--- config.mk ---
export PLATFORM = sky130hd
export DESIGN_NAME = alu_seq_unit_flat
export DESIGN_NICKNAME = d
export VERILOG_FILES = /design/src/rtl/alu_seq_unit_pkg.sv /design/src/rtl/alu_seq_unit_if.sv /design/src/rtl/alu_seq_unit_seq_multiplier.sv /design/src/rtl/alu_seq_unit.sv /design/src/flat_wrapper.sv
export SDC_FILE = /design/constraint.sdc
export NUM_CORES = 1
export LEC_CHECK = 0
export ABC_CLOCK_PERIOD_IN_PS = 11700
export BUFFER_PORTS_ARGS = -buffer_cell sky130_fd_sc_hd__buf_4
export CAP_MARGIN = 25
export CELL_PAD_IN_SITES_DETAIL_PLACEMENT = 0
export CELL_PAD_IN_SITES_GLOBAL_PLACEMENT = 2
export CORE_MARGIN = 2
export CORE_UTILIZATION = 40
export CTS_CLUSTER_SIZE = 28
export DETAILED_ROUTE_END_ITERATION = 6
export PLACE_DENSITY_LB_ADDON = 0.1
export RECOVER_POWER = 100
export SYNTH_ARGS = -nofsm -noshare
export SYNTH_HDL_FRONTEND = slang
export SYNTH_SLANG_ARGS = --single-unit
--- constraint.sdc ---
create_clock -name clk -period 11.7 [get_ports clk]
set_input_delay 1.17 -clock clk [delete_from_list [all_inputs] [get_ports clk]]
set_output_delay 1.17 -clock clk [all_outputs]
set_load 0.02 [all_outputs]
--- src/rtl/alu_seq_unit_pkg.sv ---
// Shared definitions for the sequential ALU.
//   - Opcode encodings (4-bit op field)
//   - Controller state encoding (IDLE / BUSY / HOLD)
//   - Registered flag bundle type
package alu_seq_pkg;

   localparam logic [3:0] OP_XOR   = 4'b0000;
   localparam logic [3:0] OP_AND   = 4'b0001;
   localparam logic [3:0] OP_ADD   = 4'b0010;
   localparam logic [3:0] OP_COMP  = 4'b0011;
   localparam logic [3:0] OP_SHIFT = 4'b0100;
   localparam logic [3:0] OP_PASS  = 4'b0101;
   localparam logic [3:0] OP_SUB   = 4'b0110;
   localparam logic [3:0] OP_MUL   = 4'b0111;
   localparam logic [3:0] OP_OR    = 4'b1000;

   localparam logic [1:0] ST_IDLE = 2'd0;
   localparam logic [1:0] ST_BUSY = 2'd1;
   localparam logic [1:0] ST_HOLD = 2'd2;

   typedef struct packed {
      logic zero;
      logic sign;
      logic carry;
      logic overflow;
   } alu_flags_t;

endpackage

--- src/rtl/alu_seq_unit_if.sv ---
// Operation / result bus of the sequential ALU.
//   in_valid/in_ready   : operation handshake (a, b, op, shift_dir, shift_arith)
//   out_valid/out_ready : result handshake (result + four flags)
// master = producer of operations / consumer of results, slave = the ALU.
interface alu_seq_unit_if #(
   parameter int unsigned WIDTH = 32
);
   logic             in_valid;
   logic             in_ready;
   logic [WIDTH-1:0] a;
   logic [WIDTH-1:0] b;
   logic [3:0]       op;
   logic             shift_dir;
   logic             shift_arith;
   logic             out_valid;
   logic             out_ready;
   logic [WIDTH-1:0] result;
   logic             zero_flag;
   logic             sign_flag;
   logic             carry_flag;
   logic             overflow_flag;

   modport master (
      output in_valid, a, b, op, shift_dir, shift_arith, out_ready,
      input  in_ready, out_valid, result, zero_flag, sign_flag, carry_flag, overflow_flag
   );

   modport slave (
      input  in_valid, a, b, op, shift_dir, shift_arith, out_ready,
      output in_ready, out_valid, result, zero_flag, sign_flag, carry_flag, overflow_flag
   );
endinterface

--- src/rtl/alu_seq_unit_seq_multiplier.sv ---
// Iterative unsigned shift-add multiplier, one bit of b per cycle, LSB first.
//   clk, rst   : clock, synchronous active-high reset
//   start_i    : latch a_i/b_i and begin (ignored while busy)
//   a_i, b_i   : WIDTH-bit operands
//   done_o     : high during the last iteration cycle
//   product_o  : full 2*WIDTH product, valid while done_o is high
// Iterations run in the WIDTH cycles after start; the final partial sum is
// exposed combinationally so the caller can capture it on the last edge.
module seq_multiplier #(
   parameter int unsigned WIDTH = 32
) (
   input  logic               clk,
   input  logic               rst,
   input  logic               start_i,
   input  logic [WIDTH-1:0]   a_i,
   input  logic [WIDTH-1:0]   b_i,
   output logic               done_o,
   output logic [2*WIDTH-1:0] product_o
);
   localparam int unsigned CntW = $clog2(WIDTH);

   logic               busy_q, busy_d;
   logic [CntW-1:0]    cnt_q, cnt_d;
   logic [2*WIDTH-1:0] acc_q, acc_d;
   logic [2*WIDTH-1:0] mcand_q, mcand_d;
   logic [WIDTH-1:0]   mplier_q, mplier_d;
   logic [2*WIDTH-1:0] acc_step;
   logic               last;

   assign acc_step  = acc_q + (mplier_q[0] ? mcand_q : '0);
   assign last      = busy_q && (cnt_q == CntW'(WIDTH - 1));
   assign done_o    = last;
   assign product_o = acc_step;

   always_comb begin
      busy_d   = busy_q;
      cnt_d    = cnt_q;
      acc_d    = acc_q;
      mcand_d  = mcand_q;
      mplier_d = mplier_q;
      if (busy_q) begin
         acc_d    = acc_step;
         mcand_d  = mcand_q << 1;
         mplier_d = mplier_q >> 1;
         cnt_d    = cnt_q + CntW'(1);
         if (last) begin
            busy_d = 1'b0;
         end
      end else if (start_i) begin
         busy_d   = 1'b1;
         cnt_d    = '0;
         acc_d    = '0;
         mcand_d  = {{WIDTH{1'b0}}, a_i};
         mplier_d = b_i;
      end
   end

   always_ff @(posedge clk) begin
      if (rst) begin
         busy_q   <= 1'b0;
         cnt_q    <= '0;
         acc_q    <= '0;
         mcand_q  <= '0;
         mplier_q <= '0;
      end else begin
         busy_q   <= busy_d;
         cnt_q    <= cnt_d;
         acc_q    <= acc_d;
         mcand_q  <= mcand_d;
         mplier_q <= mplier_d;
      end
   end

endmodule

--- src/rtl/alu_seq_unit.sv ---
// Registered ALU with valid/ready handshakes and an iterative multiplier.
//   clk, rst : clock, synchronous active-high reset
//   bus_io   : slave side of alu_seq_unit_if (operation in, result + flags out)
// Single-cycle ops land in HOLD one cycle after acceptance; MUL spends WIDTH
// cycles in BUSY first. In HOLD, a drain and a new accept on the same edge
// overwrite result/flags with the new op.
module alu_seq_unit
   import alu_seq_pkg::*;
#(
   parameter int unsigned WIDTH  = 32,
   parameter bit          MUL_EN = 1'b1
) (
   input logic           clk,
   input logic           rst,
   alu_seq_unit_if.slave bus_io
);
   localparam int unsigned SHAMT_W = $clog2(WIDTH);

   logic [1:0]         state_q, state_d;
   logic [WIDTH-1:0]   result_q, result_d;
   alu_flags_t         flags_q, flags_d;

   logic               in_ready;
   logic               accept;
   logic               is_mul;
   logic               mul_done;
   logic [2*WIDTH-1:0] mul_prod;

   logic [SHAMT_W-1:0] shamt;
   logic               sub_sel;
   logic [WIDTH-1:0]   add_b;
   logic [WIDTH:0]     add_sum;
   logic               add_ovf;
   logic [WIDTH-1:0]   alu_res;
   alu_flags_t         alu_flg;
   logic               zs_en;
   logic               alu_carry;
   logic               alu_ovf;

   // ---------------- handshake ----------------
   always_comb begin
      unique case (state_q)
         ST_IDLE: in_ready = 1'b1;
         ST_HOLD: in_ready = bus_io.out_ready;
         default: in_ready = 1'b0;
      endcase
   end

   assign accept = bus_io.in_valid && in_ready;
   assign is_mul = MUL_EN && (bus_io.op == OP_MUL);

   // ---------------- combinational datapath ----------------
   assign shamt   = bus_io.b[SHAMT_W-1:0];
   assign sub_sel = (bus_io.op == OP_SUB);
   // SUB reuses the adder as a + ~b + 1, so carry-out means "no borrow".
   assign add_b   = sub_sel ? ~bus_io.b : bus_io.b;
   assign add_sum = {1'b0, bus_io.a} + {1'b0, add_b} + {{WIDTH{1'b0}}, sub_sel};
   assign add_ovf = (bus_io.a[WIDTH-1] == add_b[WIDTH-1]) &&
                    (add_sum[WIDTH-1] != bus_io.a[WIDTH-1]);

   always_comb begin
      alu_res   = bus_io.a;
      zs_en     = 1'b0;
      alu_carry = 1'b0;
      alu_ovf   = 1'b0;
      case (bus_io.op)
         OP_XOR: begin
            alu_res = bus_io.a ^ bus_io.b;
            zs_en   = 1'b1;
         end
         OP_AND: begin
            alu_res = bus_io.a & bus_io.b;
            zs_en   = 1'b1;
         end
         OP_OR: begin
            alu_res = bus_io.a | bus_io.b;
            zs_en   = 1'b1;
         end
         OP_ADD, OP_SUB: begin
            alu_res   = add_sum[WIDTH-1:0];
            zs_en     = 1'b1;
            alu_carry = add_sum[WIDTH];
            alu_ovf   = add_ovf;
         end
         OP_COMP: begin
            alu_res = ~bus_io.b + WIDTH'(1);
            zs_en   = 1'b1;
         end
         OP_SHIFT: begin
            // Arithmetic mode always shifts right regardless of shift_dir.
            if (bus_io.shift_arith) begin
               alu_res = $signed(bus_io.a) >>> shamt;
            end else if (bus_io.shift_dir) begin
               alu_res = bus_io.a >> shamt;
            end else begin
               alu_res = bus_io.a << shamt;
            end
         end
         OP_PASS: begin
            zs_en = 1'b1;
         end
         default: begin
            // Undefined codes (and MUL when MUL_EN=0): pass A, flags clear.
         end
      endcase
      alu_flg.zero     = zs_en && (alu_res == '0);
      alu_flg.sign     = zs_en && alu_res[WIDTH-1];
      alu_flg.carry    = alu_carry;
      alu_flg.overflow = alu_ovf;
   end

   // ---------------- multiplier ----------------
   seq_multiplier #(
      .WIDTH (WIDTH)
   ) u_mul (
      .clk       (clk),
      .rst       (rst),
      .start_i   (accept && is_mul),
      .a_i       (bus_io.a),
      .b_i       (bus_io.b),
      .done_o    (mul_done),
      .product_o (mul_prod)
   );

   // ---------------- control ----------------
   always_comb begin
      state_d  = state_q;
      result_d = result_q;
      flags_d  = flags_q;
      case (state_q)
         ST_IDLE, ST_HOLD: begin
            if (accept) begin
               if (is_mul) begin
                  state_d = ST_BUSY;
               end else begin
                  state_d  = ST_HOLD;
                  result_d = alu_res;
                  flags_d  = alu_flg;
               end
            end else if ((state_q == ST_HOLD) && bus_io.out_ready) begin
               state_d = ST_IDLE;
            end
         end
         ST_BUSY: begin
            if (mul_done) begin
               state_d          = ST_HOLD;
               result_d         = mul_prod[WIDTH-1:0];
               flags_d.zero     = (mul_prod[WIDTH-1:0] == '0);
               flags_d.sign     = mul_prod[WIDTH-1];
               flags_d.carry    = 1'b0;
               flags_d.overflow = |mul_prod[2*WIDTH-1:WIDTH];
            end
         end
         default: state_d = ST_IDLE;
      endcase
   end

   always_ff @(posedge clk) begin
      if (rst) begin
         state_q  <= ST_IDLE;
         result_q <= '0;
         flags_q  <= '0;
      end else begin
         state_q  <= state_d;
         result_q <= result_d;
         flags_q  <= flags_d;
      end
   end

   // ---------------- outputs ----------------
   assign bus_io.in_ready      = in_ready;
   assign bus_io.out_valid     = (state_q == ST_HOLD);
   assign bus_io.result        = result_q;
   assign bus_io.zero_flag     = flags_q.zero;
   assign bus_io.sign_flag     = flags_q.sign;
   assign bus_io.carry_flag    = flags_q.carry;
   assign bus_io.overflow_flag = flags_q.overflow;

endmodule

--- src/flat_wrapper.sv ---
// flat-port wrapper written by rule: the top's interface ports become plain ports
module alu_seq_unit_flat import alu_seq_pkg::*;
#(
   parameter int unsigned WIDTH  = 32,
   parameter bit          MUL_EN = 1'b1
)
  (clk, rst, bus_io_in_valid, bus_io_a, bus_io_b, bus_io_op, bus_io_shift_dir, bus_io_shift_arith, bus_io_out_ready, bus_io_in_ready, bus_io_out_valid, bus_io_result, bus_io_zero_flag, bus_io_sign_flag, bus_io_carry_flag, bus_io_overflow_flag);
  alu_seq_unit_if #(.WIDTH(WIDTH)) bus_io_i ();
  input logic clk;
  input logic rst;
  input wire logic [$bits(bus_io_i.in_valid)-1:0] bus_io_in_valid;
  input wire logic [$bits(bus_io_i.a)-1:0] bus_io_a;
  input wire logic [$bits(bus_io_i.b)-1:0] bus_io_b;
  input wire logic [$bits(bus_io_i.op)-1:0] bus_io_op;
  input wire logic [$bits(bus_io_i.shift_dir)-1:0] bus_io_shift_dir;
  input wire logic [$bits(bus_io_i.shift_arith)-1:0] bus_io_shift_arith;
  input wire logic [$bits(bus_io_i.out_ready)-1:0] bus_io_out_ready;
  output wire logic [$bits(bus_io_i.in_ready)-1:0] bus_io_in_ready;
  output wire logic [$bits(bus_io_i.out_valid)-1:0] bus_io_out_valid;
  output wire logic [$bits(bus_io_i.result)-1:0] bus_io_result;
  output wire logic [$bits(bus_io_i.zero_flag)-1:0] bus_io_zero_flag;
  output wire logic [$bits(bus_io_i.sign_flag)-1:0] bus_io_sign_flag;
  output wire logic [$bits(bus_io_i.carry_flag)-1:0] bus_io_carry_flag;
  output wire logic [$bits(bus_io_i.overflow_flag)-1:0] bus_io_overflow_flag;
  assign bus_io_i.in_valid = bus_io_in_valid;
  assign bus_io_i.a = bus_io_a;
  assign bus_io_i.b = bus_io_b;
  assign bus_io_i.op = bus_io_op;
  assign bus_io_i.shift_dir = bus_io_shift_dir;
  assign bus_io_i.shift_arith = bus_io_shift_arith;
  assign bus_io_i.out_ready = bus_io_out_ready;
  assign bus_io_in_ready = bus_io_i.in_ready;
  assign bus_io_out_valid = bus_io_i.out_valid;
  assign bus_io_result = bus_io_i.result;
  assign bus_io_zero_flag = bus_io_i.zero_flag;
  assign bus_io_sign_flag = bus_io_i.sign_flag;
  assign bus_io_carry_flag = bus_io_i.carry_flag;
  assign bus_io_overflow_flag = bus_io_i.overflow_flag;
  alu_seq_unit #(.WIDTH(WIDTH), .MUL_EN(MUL_EN)) u_core (.clk(clk), .rst(rst), .bus_io(bus_io_i));
endmodule
==> qor.log, run 1 <==
INFO  outcome        run_status=complete, but fails checks
INFO  outcome        violations_in_the_final_reports=capacitance limit, slew limit
INFO  global_route   grt_max_degree=110
INFO  timing         postLayoutSetupSlackWorst=3.854ns
INFO  die            chipHeight=240.3µm
INFO  cts            post_cts.resized_instances=0
INFO  pwr            power.density_cell_area=91.82nW/µm²
INFO  routing        detail_route.wl_per_cell=27.73µm
INFO  cts            cts.reportedPaths.clkPinSlew=0.06ns
INFO  cts            clock_tree_from_tritoncts=built
INFO  finish         post-route-util=43.80%
INFO  synth          synth_seq_area_share=18.29%
INFO  pwr            vdd_ir_drop_max=0.0001143V
INFO  timing         setup_tns=0ns
INFO  synth          synthesized_nets=3360
INFO  cts            post_cts_hold_buffer_count=0
INFO  synth          synth.yosys.warnings=0
INFO  die            start_util=40.53%
INFO  timing         finalMaxSlewViolations=180
INFO  timing         max-slew-margin-rel=-171.4%
INFO  place          post_dp_cell_area=23380µm²
INFO  worst_hold_path holdPathStages=2
INFO  place          dp_hpwl=78.67mm
INFO  global_route   gr-total-overflow=0
INFO  die            core_region_area=55090µm²
INFO  die            io-pin-count=112
INFO  place          placed_cells=3774
INFO  place          place_ws=5.478ns
INFO  critical_path  r2r_slack=5.56ns
INFO  global_route   antenna_found_initial=4
INFO  timing         finalSetupViolCount=0
INFO  cts            cts_htree_levels=1
INFO  worst_hold_path hold-path-endpoint=u_core.bus_io.result[7]
INFO  timing         post-route-period-util=67.06%
INFO  synth          synth-seq-cells=204
INFO  synth          syn-cell-area=22330µm²
INFO  cts            clk_root_buffer_cell=sky130_fd_sc_hd__clkbuf_16
INFO  routing        vias=24960
INFO  worst_hold_path holdCritStartpoint=u_core.bus_io.result[7]
INFO  timing         hold-worst-slack=0.4575ns
INFO  critical_path  worst_r2r_startpoint=u_core.state_q[1]
INFO  cts            cts_sinks=204
INFO  run            reported_max_cap_violation_count=3
INFO  finish         layout.cells.most_common_list=513 x sky130_fd_sc_hd__nor2_1, 409 x sky130_fd_sc_hd__a21oi_1, 222 x sky130_fd_sc_hd__nand2_1
INFO  timing         report.final.hold_viol_count=0
INFO  critical_path  path_class=primary input to register
INFO  routing        drt_iter0_drc=3035
INFO  timing         achievable-frequency=0.1275GHz
INFO  routing        drt-vias-per-instance=6.519
INFO  critical_path  crit_path_max_fanout=37
INFO  cts            ctsLongestPathBuffers=3
INFO  synth          netlist_instances=3116
INFO  finish         design.final.nets=3304
INFO  critical_path  path_cells=clkbuf_1 > clkbuf_1 > mux4_2 > mux2i_1 > nor2_1 > o21ba_1 > a221oi_1 > a211oi_1 > o2111ai_1 > nor4_2 > nand4_1 > nor4_1 > nand4_1 > o21ai_0
INFO  die            area_enclosed_by_the_die_boundary=57720µm²
INFO  cts            clock_latency_reported_for_the_late_side_of_the_worst_skew_pair=0.58ns
INFO  die            row_count=86
INFO  critical_path  capture_point_of_the_worst_reg_to_reg_path=u_core.u_mul.cnt_q[2]
INFO  critical_path  start_kind=primary input
INFO  critical_path  timing.critical_path.slowest_cell_delay=1.83ns
INFO  worst_hold_path min_path_type=register to register
INFO  synth          async_reset_ff_share=0%
INFO  synth          ys_dominant_reg_cell=sky130_fd_sc_hd__dfxtp_1
INFO  critical_path  end_kind=register
INFO  timing         final.setup_skew=0.03017ns
INFO  finish         drive_above_1_share=8.287%
INFO  finish         mostFrequentLayoutCell=sky130_fd_sc_hd__nor2_1
INFO  critical_path  cp.arrival=8.35ns
INFO  critical_path  reg2regPathDepth=8
INFO  finish         layout-area-overhead-vs-synth=8.075%
INFO  global_route   global_route_wire_length_before_repair=155.3mm
INFO  cts            cts_post_setup_buffers_inserted=0
INFO  timing         final_period_minus_worst_setup_slack=7.846ns
INFO  global_route   groute.usage.overall=36.11%
INFO  routing        drt_pass1_iterations=6
INFO  critical_path  critical_path_required=12.20ns
INFO  die            dieWidth=240.3µm
INFO  routing        wl=106.2mm
INFO  global_route   via_count_of_the_first_global_routing_pass=22860
INFO  cts            cts_buffers=27
INFO  synth          synthDistinctLibCells=90
INFO  place          place.port_buffers=111
INFO  finish         final.fill_count=5845
INFO  synth          synth-edff-count=0
INFO  routing        detail-route-antenna-nets=0
INFO  synth          synth_area_per_inst=7.165µm²
INFO  timing         unrepaired_setup_endpoints_after_global_routing=false
INFO  timing         worst_pin_slew=4.071ns
INFO  routing        route.detailed.drc=0
INFO  pwr            p_leak=10.10nW
INFO  place          place_congestion=1.039
INFO  critical_path  cpMaxStageDelayCell=sky130_fd_sc_hd__clkbuf_1
INFO  finish         final_cell_count_no_fill=3828
INFO  finish         finish.instance_area=24130µm²
INFO  pwr            total_power=2.216mW
==> routing by layer <==
metal  track usage, %  wire [µm]  share of wire, %
met1            53.02      47740                45
met2            50.21      41670                39
met3            9.311      12340                12
met4            12.76       4418               4.2
met5                0          0                 0
==> flip-flops by register name, indices dropped and copies added (netlist names) <==
signal,count
u_core.bus_io.carry_flag,1
u_core.bus_io.overflow_flag,1
u_core.bus_io.result,32
u_core.bus_io.sign_flag,1
u_core.bus_io.zero_flag,1
u_core.state_q,2
u_core.u_mul.acc_q,64
u_core.u_mul.busy_q,1
u_core.u_mul.cnt_q,5
u_core.u_mul.mcand_q,64
u_core.u_mul.mplier_q,32
==> critical path: cells and delay by family <==
| kind | cells | cell delay (ns) |
|---|---|---|
| AO/OA/AOI/OAI | 5 | 1.64 |
| buffers and inverters | 2 | 3.60 |
| multiplexers | 2 | 0.95 |
| AND/OR/NAND/NOR | 5 | 0.96 |
==> cell usage after synthesis, types with 11 or more instances <==
cell	count	share of area, %
sky130_fd_sc_hd__nor3_1	72	1.6
sky130_fd_sc_hd__o21a_1	17	0.57
sky130_fd_sc_hd__nand2_1	222	3.7
sky130_fd_sc_hd__inv_1	91	1.5
sky130_fd_sc_hd__nand4_1	42	1.2
sky130_fd_sc_hd__a211oi_1	35	1.2
sky130_fd_sc_hd__buf_6	14	0.71
sky130_fd_sc_hd__clkbuf_1	180	3.0
sky130_fd_sc_hd__buf_1	23	0.39
sky130_fd_sc_hd__nor2b_1	20	0.56
sky130_fd_sc_hd__ha_1	168	9.4
sky130_fd_sc_hd__o22ai_1	24	0.67
sky130_fd_sc_hd__a21oi_1	409	9.2
sky130_fd_sc_hd__xor2_1	21	0.82
sky130_fd_sc_hd__nand3_1	48	1.1
sky130_fd_sc_hd__o21ai_0	166	3.7
sky130_fd_sc_hd__a22oi_1	25	0.84
sky130_fd_sc_hd__buf_2	12	0.27
sky130_fd_sc_hd__a311oi_1	13	0.51
sky130_fd_sc_hd__and2_1	77	2.2
sky130_fd_sc_hd__nand2b_1	11	0.31
sky130_fd_sc_hd__nor2_1	513	8.6
sky130_fd_sc_hd__mux4_2	60	6.1
sky130_fd_sc_hd__o211ai_1	37	1.2
sky130_fd_sc_hd__a221oi_1	19	0.75
sky130_fd_sc_hd__o21bai_1	14	0.47
sky130_fd_sc_hd__nor4_1	24	0.67
sky130_fd_sc_hd__and3_1	100	2.8
sky130_fd_sc_hd__or3_1	12	0.34
sky130_fd_sc_hd__dfxtp_1	204	18
sky130_fd_sc_hd__mux2_2	14	0.71
sky130_fd_sc_hd__a21o_1	59	2.0
sky130_fd_sc_hd__mux2i_1	42	1.9
sky130_fd_sc_hd__a31oi_1	36	1.0
sky130_fd_sc_hd__xnor2_1	90	3.5
==> how the worst max path moves through the flow <==
| stage | cells past startpoint | slack, ns | end | from |
|---|---|---|---|---|
| 6_report | 14 | 3.85 | u_core.bus_io.zero_flag | bus_io_b[0] |
| 5_1_grt | 14 | 3.35 | u_core.bus_io.zero_flag | bus_io_b[0] |
| 4_1_cts | 16 | 6.05 | u_core.bus_io.overflow_flag | bus_io_b[1] |
| 2_1_floorplan | 18 | 6.38 | u_core.bus_io.zero_flag | bus_io_op[0] |
| 3_3_place_gp | 17 | 5.50 | u_core.bus_io.overflow_flag | bus_io_op[2] |
| 3_5_place_dp | 16 | 5.48 | u_core.bus_io.overflow_flag | bus_io_b[1] |
==> report_power, final <==
| part | internal [mW] | switching (mW) | total (mW) |
|---|---|---|---|
| Combinational | 0.212 | 0.452 | 0.664 |
| Sequential | 0.709 | 0.0157 | 0.725 |
| Clock | 0.487 | 0.340 | 0.827 |
==> layout make-up <==
class                           instances  area (µm²)  area share, %
Multi-Input combinational cell       2579       16890          69.99
Sequential cell                       204        4089          16.94
Timing Repair Buffer                  151       980.9          4.065
Tap cell                              748       935.9          3.878
Clock buffer                           36       739.5          3.064
Inverter                               97       364.1          1.509
Clock inverter                         10       125.1         0.5185
Antenna cell                            3       7.507        0.03111
==> kinds of logic (layout without fill, tap and decap cells) <==
logic type	Yosys count	after routing	synth area share, %
and+or+nand+nor	1185	1185	24.66
AOI/OAI and AO/OA	992	992	27.56
buffers and inverters	333	294	6.316
DFF	204	204	18.29
adders and majority gates	170	170	9.594
muxes	121	121	9.229
xor gates and xnor gates	111	111	4.354
other	0	3	0
No activity file was read; power rests on OpenSTA's default activity.
==> run 2: changes to the inputs <==
--- a/config.mk
+++ b/config.mk
@@ -5,13 +5,14 @@
 export SDC_FILE = /design/constraint.sdc
 export NUM_CORES = 1
 export LEC_CHECK = 0
-export ABC_CLOCK_PERIOD_IN_PS = 11700
+export ABC_AREA = 1
+export ABC_CLOCK_PERIOD_IN_PS = 6600
 export BUFFER_PORTS_ARGS = -buffer_cell sky130_fd_sc_hd__buf_4
 export CAP_MARGIN = 25
 export CELL_PAD_IN_SITES_DETAIL_PLACEMENT = 0
 export CELL_PAD_IN_SITES_GLOBAL_PLACEMENT = 2
 export CORE_MARGIN = 2
-export CORE_UTILIZATION = 40
+export CORE_UTILIZATION = 30
 export CTS_CLUSTER_SIZE = 28
 export DETAILED_ROUTE_END_ITERATION = 6
 export PLACE_DENSITY_LB_ADDON = 0.1
==> constraint.sdc (replaced) <==
create_clock -name clk -period 6.6 [get_ports clk]
set_input_delay 0.66 -clock clk [delete_from_list [all_inputs] [get_ports clk]]
set_output_delay 0.66 -clock clk [all_outputs]
set_load 0.02 [all_outputs]
==> run 2 against run 1 <==
Net effect: the run still ends with capacitance limit, slew limit left; first-iteration DRC count fell by 5.6%; area after synthesis up 0.72%; register-to-register slack worse by 4.1 ns; sequential share of layout area is 0.53 points lower; utilization fell by 10 points; wire length is 9.3% higher; clock skew fell by 0.0017 ns; clock power increased by 81%; critical endpoint is now u_core.bus_io.result[11]; highest routed layer is now met5.
==> qor.log, run 2 <==
INFO  synth          synth_seq_area_share=18.16% [-0.13 points]
INFO  synth          synth-edff-count=0 [unchanged]
INFO  timing         finalMaxSlewViolations=101 [-44%]
INFO  die            dieWidth=277.8µm [+16%]
INFO  critical_path  crit_path_frequent_cell=sky130_fd_sc_hd__a21oi_1
INFO  timing         unrepaired_setup_endpoints_after_global_routing=false
INFO  timing         worst_pin_slew=2.557ns [-1.514 ns]
INFO  global_route   grtUsageMet1=44.90% [-8.1 points]
INFO  die            row_count=100 [+16%]
INFO  finish         mostFrequentLayoutCell=sky130_fd_sc_hd__nand2_1
INFO  cts            ctsLongestPathBuffers=3 [unchanged]
INFO  routing        wl=116.0mm [+9.3%]
INFO  timing         finalSetupViolCount=0 [unchanged]
INFO  routing        drt-vias-per-instance=5.438 [-17%]
INFO  timing         report.final.hold_viol_count=0 [unchanged]
INFO  synth          async_reset_ff_share=0% [unchanged]
INFO  synth          netlist_top_cells_count=1310 x sky130_fd_sc_hd__nand2_1, 423 x sky130_fd_sc_hd__nand3_1, 401 x sky130_fd_sc_hd__inv_1
INFO  routing        drt_iter0_drc=2865 [-5.6%]
INFO  synth          synth_area_per_inst=5.612µm² [-22%]
INFO  critical_path  end_kind=register
INFO  synth          yosysTopAreaCellShare=21.87% [+3.6 points]
INFO  worst_hold_path holdPathStages=4 [+2]
INFO  pwr            p_leak=11.54nW [+14%]
INFO  critical_path  cp.arrival=5.58ns [-2.77 ns]
INFO  global_route   via_count_of_the_first_global_routing_pass=25710 [+12%]
INFO  critical_path  cpMaxStageDelayCell=sky130_fd_sc_hd__clkbuf_1
INFO  routing        vias=27230 [+9.1%]
INFO  die            core_region_area=74320µm² [+35%]
INFO  cts            cts_htree_levels=1 [unchanged]
INFO  global_route   antenna_found_initial=9 [+5]
INFO  critical_path  number_of_buffer_and_inverter_stages_on_the_critical_path=3 [+1]
INFO  critical_path  reg2regPathDepth=8 [unchanged]
INFO  global_route   gr-total-overflow=0 [unchanged]
INFO  finish         design.final.nets=4262 [+29%]
INFO  critical_path  timing.critical_path.depth=8 [-6]
INFO  die            area_enclosed_by_the_die_boundary=77160µm² [+34%]
INFO  finish         layout.cells.most_common_list=1309 x sky130_fd_sc_hd__nand2_1, 423 x sky130_fd_sc_hd__nand3_1, 399 x sky130_fd_sc_hd__inv_1
INFO  pwr            power.density_cell_area=155.7nW/µm² [+70%]
INFO  timing         achievable-frequency=0.1963GHz
INFO  critical_path  start_kind=register
INFO  outcome        violations_in_the_final_reports=capacitance limit, slew limit
INFO  finish         antenna-diode-count=0 [-3]
INFO  finish         final.fill_count=8802 [+51%]
INFO  place          place.port_buffers=111 [unchanged]
INFO  timing         setup_tns=0ns [unchanged]
INFO  die            chipHeight=277.8µm [+16%]
INFO  routing        detail_route.wl_per_cell=23.17µm [-16%]
INFO  critical_path  critical_path_required=7.09ns [-5.11 ns]
INFO  critical_path  r2r_slack=1.50ns [-4.06 ns]
INFO  routing        detail-route-antenna-nets=0 [unchanged]
INFO  critical_path  path_class=register to register
INFO  finish         biggestRegsByFlops=u_core.u_mul.acc_q (64), u_core.u_mul.mcand_q (64)
INFO  timing         final.setup_skew=0.02850ns [-0.001669 ns]
INFO  global_route   met2_usage_in_global_routing=41.83% [-8.4 points]
INFO  timing         final_period_minus_worst_setup_slack=5.095ns
INFO  cts            clk_root_buffer_cell=sky130_fd_sc_hd__clkbuf_16
INFO  global_route   grt_use_met3=4.514% [-4.8 points]
INFO  finish         final_cell_count_no_fill=5008 [+31%]
INFO  synth          syn-cell-area=22490µm² [+0.72%]
INFO  critical_path  path_delay_family=buffers and inverters
INFO  cts            post_cts.resized_instances=0 [unchanged]
INFO  cts            post_cts_hold_buffer_count=0 [unchanged]
INFO  worst_hold_path holdCritStartpoint=bus_io_out_ready
INFO  finish         drive_above_1_share=4.803% [-3.5 points]
INFO  worst_hold_path min_path_type=primary input to register
INFO  place          place_congestion=0.9669 [-6.9%]
INFO  place          dp_hpwl=92.20mm [+17%]
INFO  synth          synth.most_common_cell=sky130_fd_sc_hd__nand2_1
INFO  cts            cts_buffers=27 [unchanged]
INFO  cts            cts_sinks=204 [unchanged]
INFO  finish         layout-area-overhead-vs-synth=10.69%
INFO  synth          yosys-top-cells-area=sky130_fd_sc_hd__nand2_1 22%, sky130_fd_sc_hd__dfxtp_1 18%, sky130_fd_sc_hd__nand3_1 9.4%
INFO  routing        drt_pass1_iterations=6 [unchanged]
INFO  cts            clock_latency_reported_for_the_late_side_of_the_worst_skew_pair=0.57ns [about the same]
INFO  outcome        run_status=complete, but fails checks
INFO  timing         post-route-period-util=77.20%
INFO  die            start_util=30.26% [-10 points]
INFO  global_route   groute.usage.overall=29.07% [-7.0 points]
INFO  synth          netlist_instances=4007 [+29%]
INFO  critical_path  worst_r2r_startpoint=u_core.u_mul.busy_q
INFO  synth          synthDistinctLibCells=53 [-41%]
INFO  global_route   global_route_wire_length_before_repair=170.0mm [+9.4%]
INFO  critical_path  timing.critical_path.slowest_cell_delay=1.87ns [+0.04 ns]
INFO  global_route   global_route.peak_usage_layer=met1
INFO  synth          synthesized_nets=4251 [+27%]
INFO  routing        route.detailed.drc=0 [unchanged]
INFO  critical_path  path_cells=clkbuf_1 > nand2_1 > inv_1 > o21ai_4 > buf_4 > a21oi_1 > o21ai_0 > a21oi_1
INFO  synth          synth.yosys.warnings=0 [unchanged]
INFO  die            io-pin-count=112 [unchanged]
INFO  timing         max-slew-margin-rel=-70.44% [+100 points]
INFO  finish         post-route-util=33.49% [-10 points]
INFO  critical_path  launch_point_of_the_worst_path=u_core.u_mul.busy_q
INFO  cts            cts_post_setup_buffers_inserted=0 [unchanged]
INFO  run            reported_max_cap_violation_count=2 [-1]
INFO  synth          post-synth-top-area-cell=sky130_fd_sc_hd__nand2_1
INFO  cts            cts.reportedPaths.clkPinSlew=0.06ns [about the same]
INFO  global_route   grt_max_degree=153 [+39%]
INFO  pwr            vdd_ir_drop_max=0.0002069V [+81%]
INFO  synth          synth-seq-cells=204 [unchanged]
INFO  synth          ys_dominant_reg_cell=sky130_fd_sc_hd__dfxtp_1
INFO  critical_path  crit_path_max_fanout=63 [+70%]
INFO  place          placed_cells=4957 [+31%]
INFO  cts            clock_tree_from_tritoncts=built
==> run 2: cell types whose count changed after synthesis, moves of 43 or more <==
cell                       delta
sky130_fd_sc_hd__xnor2_1     -70
sky130_fd_sc_hd__nand2_1   +1088
sky130_fd_sc_hd__nor2_1     -150
sky130_fd_sc_hd__inv_1      +310
sky130_fd_sc_hd__and3_1      -98
sky130_fd_sc_hd__clkbuf_1    -82
sky130_fd_sc_hd__o21ai_0     +52
sky130_fd_sc_hd__a21oi_1     -48
sky130_fd_sc_hd__xor2_1      +43
sky130_fd_sc_hd__and2_1      -74
sky130_fd_sc_hd__mux4_2      -60
sky130_fd_sc_hd__nand3_1    +375
sky130_fd_sc_hd__a21o_1      -50
==> run 2: where the power goes <==
part           switching [mW]  leakage (nW)  total, mW  internal [mW]
Sequential             0.0331          1.65       1.29           1.26
Combinational           0.786          9.45       1.08          0.294
Clock                   0.615         0.442       1.50          0.889
==> run 2: per-stage QoR <==
stage | worst slack [ns] | hold slack [ns] | cell area, µm² | power [mW]
2_1_floorplan | 3.204 | 0.4412 | 22490 | 1.948
3_3_place_gp | 1.787 | 0.4549 | 24140 | 2.395
3_5_place_dp | 1.682 | 0.4610 | 24160 | 2.386
4_1_cts | 2.255 | 0.3618 | 25060 | 3.909
5_1_grt | 1.145 | 0.4010 | 24890 | 4.055
6_report | 1.505 | 0.3900 | 24890 | 3.874
==> run 2: routing by layer <==
| layer | wire length (µm) | part of all wire [%] |
|---|---|---|
| met1 | 58340 | 50 |
| met2 | 46190 | 40 |
| met3 | 8935 | 7.7 |
| met4 | 2573 | 2.2 |
| met5 | 8 | 0.0069 |
==> run 2: logic make-up (layout without fill, tap and decap cells) <==
kind of cell,count (synthesis),after routing,share of synthesized area (%)
and+or+nand+nor,2257,2257,41.83
AOI/OAI and AO/OA,715,715,17.31
buffers and inverters,577,609,9.898
adders and majority gates,170,170,9.525
xor gates and xnor gates,84,84,3.272
DFF,204,204,18.16
==> run 2: cell type report <==
cell class / count / area, µm² / share of cell area (%)
clock buffers: 39 / 770.7 / 3.096
clock inverters: 11 / 120.1 / 0.4826
multi-input cells: 3226 / 16200 / 65.08
well taps: 969 / 1212 / 4.871
repair buffers: 143 / 942.2 / 3.785
flip-flops and latches: 204 / 4085 / 16.41
inverters: 416 / 1562 / 6.273
==> run 2: tightest hold or removal path, delay by kind of cell <==
kind                   cells  cell delay [ns]
AND/OR/NAND/NOR            3             0.17
buffers and inverters      1             0.08
==> run 2: worst paths after layout <==
path,to
min,u_core.state_q[1]
max reg2reg,u_core.bus_io.result[11]
min reg2reg,u_core.u_mul.mcand_q[63]
max,u_core.bus_io.result[11]
